## src/rtl/parking_gate_fsm.sv

```systemverilog
// Vehicle entry/exit detector for a two-beam parking gate: synchronizes and
// debounces both photo-beams, then tracks the beam-crossing order to pulse inc/dec/err.
module parking_gate_fsm #(
    parameter int unsigned DEBOUNCE_LEN = 4
) (
    input  logic clk,
    input  logic reset,
    input  logic sens_a,
    input  logic sens_b,
    output logic inc,
    output logic dec,
    output logic err,
    output logic busy
);

    typedef enum logic [2:0] {
        IDLE,
        EN1,
        EN2,
        EN3,
        EX1,
        EX2,
        EX3,
        ERR
    } state_t;

    localparam logic [7:0] CNT_LAST = 8'(DEBOUNCE_LEN - 1);

    logic [1:0] sync_a_q, sync_a_d;
    logic [1:0] sync_b_q, sync_b_d;
    logic       filt_a_q, filt_a_d;
    logic       filt_b_q, filt_b_d;
    logic [7:0] cnt_a_q, cnt_a_d;
    logic [7:0] cnt_b_q, cnt_b_d;
    state_t     state_q, state_d;
    logic       inc_q, inc_d;
    logic       dec_q, dec_d;
    logic       err_q, err_d;
    logic [1:0] ab;

    always_ff @(posedge clk or posedge reset) begin
        if (reset) begin
            sync_a_q <= '0;
            sync_b_q <= '0;
            filt_a_q <= 1'b0;
            filt_b_q <= 1'b0;
            cnt_a_q  <= '0;
            cnt_b_q  <= '0;
            state_q  <= IDLE;
            inc_q    <= 1'b0;
            dec_q    <= 1'b0;
            err_q    <= 1'b0;
        end else begin
            sync_a_q <= sync_a_d;
            sync_b_q <= sync_b_d;
            filt_a_q <= filt_a_d;
            filt_b_q <= filt_b_d;
            cnt_a_q  <= cnt_a_d;
            cnt_b_q  <= cnt_b_d;
            state_q  <= state_d;
            inc_q    <= inc_d;
            dec_q    <= dec_d;
            err_q    <= err_d;
        end
    end

    // Bit [1] of each synchronizer is the settled level fed to the debouncer.
    always_comb begin
        sync_a_d = {sync_a_q[0], sens_a};
        sync_b_d = {sync_b_q[0], sens_b};
        filt_a_d = filt_a_q;
        filt_b_d = filt_b_q;
        cnt_a_d  = '0;
        cnt_b_d  = '0;

        if (sync_a_q[1] != filt_a_q) begin
            if (cnt_a_q == CNT_LAST) begin
                filt_a_d = sync_a_q[1];
            end else begin
                cnt_a_d = cnt_a_q + 8'd1;
            end
        end

        if (sync_b_q[1] != filt_b_q) begin
            if (cnt_b_q == CNT_LAST) begin
                filt_b_d = sync_b_q[1];
            end else begin
                cnt_b_d = cnt_b_q + 8'd1;
            end
        end
    end

    assign ab = {filt_a_q, filt_b_q};

    always_comb begin
        state_d = state_q;
        inc_d   = 1'b0;
        dec_d   = 1'b0;
        err_d   = 1'b0;

        unique case (state_q)
            IDLE: begin
                unique case (ab)
                    2'b00: state_d = IDLE;
                    2'b10: state_d = EN1;
                    2'b01: state_d = EX1;
                    2'b11: begin state_d = ERR; err_d = 1'b1; end
                endcase
            end
            EN1: begin
                unique case (ab)
                    2'b10: state_d = EN1;
                    2'b11: state_d = EN2;
                    2'b00: state_d = IDLE;
                    2'b01: begin state_d = ERR; err_d = 1'b1; end
                endcase
            end
            EN2: begin
                unique case (ab)
                    2'b11: state_d = EN2;
                    2'b01: state_d = EN3;
                    2'b10: state_d = EN1;
                    2'b00: begin state_d = ERR; err_d = 1'b1; end
                endcase
            end
            EN3: begin
                unique case (ab)
                    2'b01: state_d = EN3;
                    2'b00: begin state_d = IDLE; inc_d = 1'b1; end
                    2'b11: state_d = EN2;
                    2'b10: begin state_d = ERR; err_d = 1'b1; end
                endcase
            end
            EX1: begin
                unique case (ab)
                    2'b01: state_d = EX1;
                    2'b11: state_d = EX2;
                    2'b00: state_d = IDLE;
                    2'b10: begin state_d = ERR; err_d = 1'b1; end
                endcase
            end
            EX2: begin
                unique case (ab)
                    2'b11: state_d = EX2;
                    2'b10: state_d = EX3;
                    2'b01: state_d = EX1;
                    2'b00: begin state_d = ERR; err_d = 1'b1; end
                endcase
            end
            EX3: begin
                unique case (ab)
                    2'b10: state_d = EX3;
                    2'b00: begin state_d = IDLE; dec_d = 1'b1; end
                    2'b11: state_d = EX2;
                    2'b01: begin state_d = ERR; err_d = 1'b1; end
                endcase
            end
            ERR: begin
                if (ab == 2'b00) begin
                    state_d = IDLE;
                end
            end
            default: state_d = IDLE;
        endcase
    end

    assign inc  = inc_q;
    assign dec  = dec_q;
    assign err  = err_q;
    assign busy = (state_q != IDLE);

endmodule

```

## config.mk

```make
export PLATFORM = sky130hd
export DESIGN_NAME = parking_gate_fsm
export DESIGN_NICKNAME = d
export VERILOG_FILES = /design/src/rtl/parking_gate_fsm.sv
export SDC_FILE = /design/constraint.sdc
export NUM_CORES = 1
export LEC_CHECK = 0
export ABC_AREA = 1
export ABC_CLOCK_PERIOD_IN_PS = 2500
export CORE_UTILIZATION = 63
export CTS_CLUSTER_DIAMETER = 150
export DETAILED_ROUTE_END_ITERATION = 10
export HOLD_SLACK_MARGIN = 0.06
export PLACE_DENSITY = 0.83
export SLEW_MARGIN = 15
export SYNTH_ARGS = -nofsm -noshare
export SYNTH_HDL_FRONTEND = slang
export SYNTH_SLANG_ARGS = --single-unit
```

## constraint.sdc

```tcl
create_clock -name clk -period 2.5 [get_ports clk]
set_input_delay 0.375 -clock clk [delete_from_list [all_inputs] [get_ports clk]]
set_output_delay 0.375 -clock clk [all_outputs]
set_load 0.02 [all_outputs]
```

=== Word-level counts from Yosys, hierarchy flattened ===
Index checks and enable logic that the tools add are counted.

* Input bits: 4
* Word-level logic and storage cells: 55
* Register bits: 28

* Reduce and logical (&&, ||, !) cells: 8
* Add/subtract/negate cells: 2
* Muxes and demuxes: 20
* Eq/ne operators: 15

{| class="wikitable"
|+ Operators by type and width
! kind !! number
|-
| $pmux 3 s4 || 7
|-
| $mux 8 || 4
|-
| $pmux 3 s8 || 1
|-
| $add 8x1->8 const B || 2
|-
| $eq 8x2->1 const B || 2
|-
| $eq 3x3->1 const B || 4
|-
| $eq 3x2->1 const B || 2
|-
| $mux 1 || 6
|-
| $reduce_or 2->1 || 3
|-
| $eq 2x2->1 const B || 2
|-
| $pmux 1 s4 || 1
|-
| $reduce_and 2->1 || 2
|-
| $eq 3x1->1 const B || 1
|-
| $logic_not 3->1 || 1
|-
| $mux 3 || 1
|-
| $reduce_bool 3->1 || 1
|-
| $eq 2x1->1 const B || 1
|-
| $logic_not 2->1 || 1
|-
| $ne 1x1->1 || 2
|-
| $ne 2x2->1 const B || 1
|}

=== Logic depth before layout (Yosys ltp) ===
* Depth after elaboration: 3
* Mapped depth: 8
* Gate-level depth less buffers: 8

=== Worst setup path before layout ===
OpenSTA, ideal clock, no wires.

* Path kind: reg-to-reg
* From: register filt_a_q
* To: register state_q[0]
* Buffers on the path: 0
* Data required time: 2381 ps
* Setup time: 119 ps
* Arrival time: 1145 ps
* Path slack: 1237 ps
* Cell stages (with the launch flop): 9
* Cells stage by stage: dfrtp_1 > inv_1 > ha_1 > nor2_1 > nor2_1 > nand2_1 > nand3_1 > nor2_1 > nand2_1

* Cells in the longest elaborated chain, start to end: 3

{| class="wikitable"
|+ RTL lines
! element !! line !! text
|-
| start: declaration || 31 || <nowiki>logic filt_a_q, filt_a_d;</nowiki>
|-
| start signal: assignment || 56 || <nowiki>filt_a_q <= filt_a_d;</nowiki>
|-
| $eq 2x1->1 (tied with other cells) || - ||
|-
| $pmux 3 s4 (tied with other cells) || 151 || <nowiki>unique case (ab)</nowiki>
|-
| $pmux 3 s8 || 101 || <nowiki>unique case (state_q)</nowiki>
|-
| end signal: assignment || 60 || <nowiki>state_q <= state_d;</nowiki>
|-
| end: declaration || 35 || <nowiki>state_t state_q, state_d;</nowiki>
|}

Several ways; a longest one is shown, not always the timed one. The select of a mux whose other input is x is not followed.
A chain may end at the register's enable or synchronous reset.

=== Worst setup path in the final report ===
* From: register state_q[2]
* To: output busy

* Cells in the longest elaborated chain, start to end: 1

{| class="wikitable"
|+ RTL lines
! element !! line !! text
|-
| $reduce_bool 3->1 || 170 || <nowiki>assign busy = (state_q != IDLE);</nowiki>
|-
| end: declaration || 13 || <nowiki>output logic busy</nowiki>
|}

No other way between the ends.

==> flow_metrics.py <==
metrics = {
    "outcome": {
        "status": "completed",
    },
    "setup_path": {
        "worst-path-stages": 3,
        "cpPeakStageDelay_ps": 600,
        "cp-start-kind": "flip-flop",
        "cp-end-kind": "output port",
        "critPathMaxFanout": 11,
        "regToRegStartpoint": "filt_a_q$_DFFE_PP0P_",
        "r2r_slack_ps": 960,
        "slowest_stage": "dfrtp_1",
        "crit_buf_inv": 2,
        "critPathKind": "flip-flop to output port",
        "critPathArrivalTime_ps": 1840,
        "r2r-end": "state_q[1]$_DFFE_PP0P_",
        "rr_worst_depth": 8,
        "cp.required_ps": 2120,
        "critical_path.cell_chain": "inv_2 > nand3_2 > clkdlybuf4s50_1",
        "crit_family": "buffers and inverters",
    },
    "detailed_routing": {
        "drtIter0Drc": 42,
        "routed_wl_mm": 3.31,
        "dr.pass1.iters": 4,
        "wl_per_cell_um": 14.2,
        "via_per_inst": 5.58,
        "drc_errors": 0,
        "vias": 1299,
        "ant_nets": 0,
    },
    "synth": {
        "syn_avg_cell_area_sq_um": 7.99,
        "synth_cell_types": 23,
        "yosys_warnings": 0,
        "syn_area_sq_mm": 0.00156,
        "synth_seq_cells": 28,
        "syn_nets": 207,
        "syn_inst": 195,
        "ys_seq_area_share_pct": 44.9,
    },
    "pwr": {
        "leakage_nw": 0.903,
        "power.density_mw_per_mm2": 971,
        "peakVddDrop_mv": 0.663,
        "internal-power_mw": 0.948,
        "p_sw_share_pct": 42.7,
        "p_sw_mw": 0.707,
        "pwr-share-clk_pct": 18.1,
        "power_frac_comb_pct": 41.9,
        "p_seq_share_pct": 40.0,
    },
    "clock_network": {
        "cts_tree": "done",
        "path_clk_slew_ps": 160,
        "cts_max_path_buffers": 2,
        "ctsHoldBuffers": 0,
        "cts_root_buffer": "clkbuf_4",
        "cts_buffers": 3,
        "clock_latency_ps": 340,
        "htreeDepth": 1,
        "post_cts_buffers": 0,
        "cts.sinks": 28,
        "cts_resized": 0,
    },
    "floorplanning": {
        "dieWidth_um": 51.7,
        "coreArea_sq_mm": 0.00228,
        "ioPinCount": 8,
        "die_h_um": 51.7,
        "row_count": 17,
        "start_util_pct": 68.5,
        "dieArea_sq_mm": 0.00268,
    },
    "global_routing": {
        "grtUsageMet3_pct": 4.68,
        "global_route.usage.met1_pct": 36.9,
        "grt_antenna_before_repair": 0,
        "grt_max_degree": 29,
        "busiest_layer": "met2",
        "grt_pass1_vias": 1250,
        "overflow": 0,
        "grt_util_all_layers_pct": 29.1,
        "grtUsageMet2_pct": 51.1,
        "grt_pass1_wl_mm": 5.63,
    },
    "cells_and_area": {
        "layout-drive-gt1-share_pct": 7.32,
        "finish.utilization_pct": 74.9,
        "diodes": 0,
        "syn_to_final_growth_pct": 9.39,
        "nets": 218,
        "postLayoutCellArea_sq_mm": 0.00171,
    },
    "place": {
        "dpl.hpwl_mm": 2.34,
        "io_buffer_count": 7,
        "pre_cts_ws_ps": 708,
        "placed_area_sq_mm": 0.00165,
        "routabilityCongestion": 0.805,
    },
    "job": {
        "maxCapViolCount": 0,
    },
    "hold_path": {
        "holdPathStages": 0,
        "hold_end": "sync_a_q[1]$_DFF_PP0_",
        "hold_class": "flip-flop to flip-flop",
        "hp-start": "sync_a_q[0]$_DFF_PP0_",
    },
    "timing": {
        "rsz0062_at_grt": "false",
        "setup_viol": 0,
        "fmax_ghz": 0.452,
        "setup_slack_ps": 288,
        "slew_headroom_pct": 73.4,
        "skew_ps": 14.5,
        "worst_hold_slack_ps": 367,
        "drv_slew": 0,
        "min_period_ps": 2210,
        "worstMarginPinSlew_ps": 399,
        "hold_viol": 0,
        "fin_crit_sh_pct": 88.5,
        "finalSetupTns_ps": 0,
    },
}
power groups by stage:
| stage | Sequential (mW) | Combinational [mW] | Clock [mW] |
|---|---|---|---|
| after detailed placement | 0.668 | 0.676 | 0 |
| after global routing | 0.676 | 0.786 | 0.316 |
| final | 0.662 | 0.693 | 0.300 |
| after floorplan | 0.624 | 0.555 | 0 |
| after global placement | 0.660 | 0.659 | 0 |
| after CTS | 0.660 | 0.686 | 0.300 |
per-layer routing:
| layer | wire [um] | share of wire [%] | vias to the layer above |
|---|---|---|---|
| met4 | 55 | 1.7 | 0 |
| met1 | 1470 | 44 | 613 |
| li1 | - | - | 640 |
| met2 | 1670 | 50 | 37 |
| met3 | 113 | 3.4 | 9 |
| met5 | 0 | 0 | - |
cell usage in the layout (no fill, tap or decap):
master,instances
a31oi_1,2
xor2_1,4
buf_4,1
nand4_1,10
o21ai_1,2
nor3b_1,1
o21bai_1,4
inv_1,26
clkbuf_4,3
nand2_1,35
ha_1,8
nor2_8,1
inv_2,4
xnor2_1,2
nand3_1,13
nand3_2,1
o21ai_0,3
dfrtp_1,28
bufinv_16,1
a21oi_1,3
nor3_1,10
inv_4,1
clkdlybuf4s50_1,7
nor2_1,32
nand2_2,3
cells in the mapped netlist:
library cell,number,area share (%)
nand4_1,10,4.0
nor3b_1,1,0.48
inv_1,26,6.3
a31oi_1,2,0.80
buf_6,1,0.72
nor3_1,10,3.2
o21ai_1,2,0.64
xnor2_1,2,1.1
a21oi_1,3,0.96
nand2_2,3,1.2
o21bai_1,4,1.9
inv_2,4,0.96
nor2_8,1,1.3
xor2_1,4,2.2
nand2_1,35,8.4
buf_4,1,0.48
nand3_1,13,4.2
ha_1,8,6.4
dfrtp_1,28,45
inv_4,1,0.40
nand3_2,1,0.64
o21ai_0,3,0.96
nor2_1,32,7.7
cell families (layout without fill, tap and decap cells):
family          count (synthesis)  count (layout)  synth area share, %
compound gates                 14              14                 5.30
xor+xnor                        6               6                 3.37
fa+ha+maj                       8               8                 6.42
buf+inv                        33              43                 8.83
flops                          28              28                 44.9
simple gates                  106             106                 31.1
state kept, by name, indices dropped and copies added, names as in the netlist:
signal    count
cnt_b_q       8
sync_a_q      2
err           1
cnt_a_q       8
sync_b_q      2
filt_b_q      1
state_q       3
inc           1
dec           1
filt_a_q      1
cell type report:
| cell class | count | area (sq um) |
|---|---|---|
| clock buffer | 3 | 22.5 |
| multi-input combinational | 134 | 721 |
| timing repair buffer | 8 | 77.6 |
| clock inverter | 1 | 30.0 |
| fill | 166 | 571 |
| sequential | 28 | 701 |
| tap | 28 | 35.0 |
| inverter | 31 | 119 |
stage by stage:
| stage | power [mW] | std cells |
|---|---|---|
| finish | 1.66 | 233 |
| global route | 1.78 | 233 |
| CTS | 1.65 | 233 |
| detailed placement | 1.34 | 229 |
| global placement | 1.32 | 229 |
| floorplan | 1.18 | 195 |
how the worst max path moves through the flow:
stage,start,endpoint,slack [ps]
finish,state_q[2]$_DFFE_PP0P_,busy,290
global route,state_q[2]$_DFFE_PP0P_,busy,210
CTS,state_q[2]$_DFFE_PP0P_,busy,310
detailed placement,state_q[2]$_DFFE_PP0P_,busy,710
global placement,state_q[2]$_DFFE_PP0P_,busy,700
floorplan,filt_a_q$_DFFE_PP0P_,state_q[0]$_DFFE_PP0P_,1240
No activity file was read; power rests on OpenSTA's default activity.
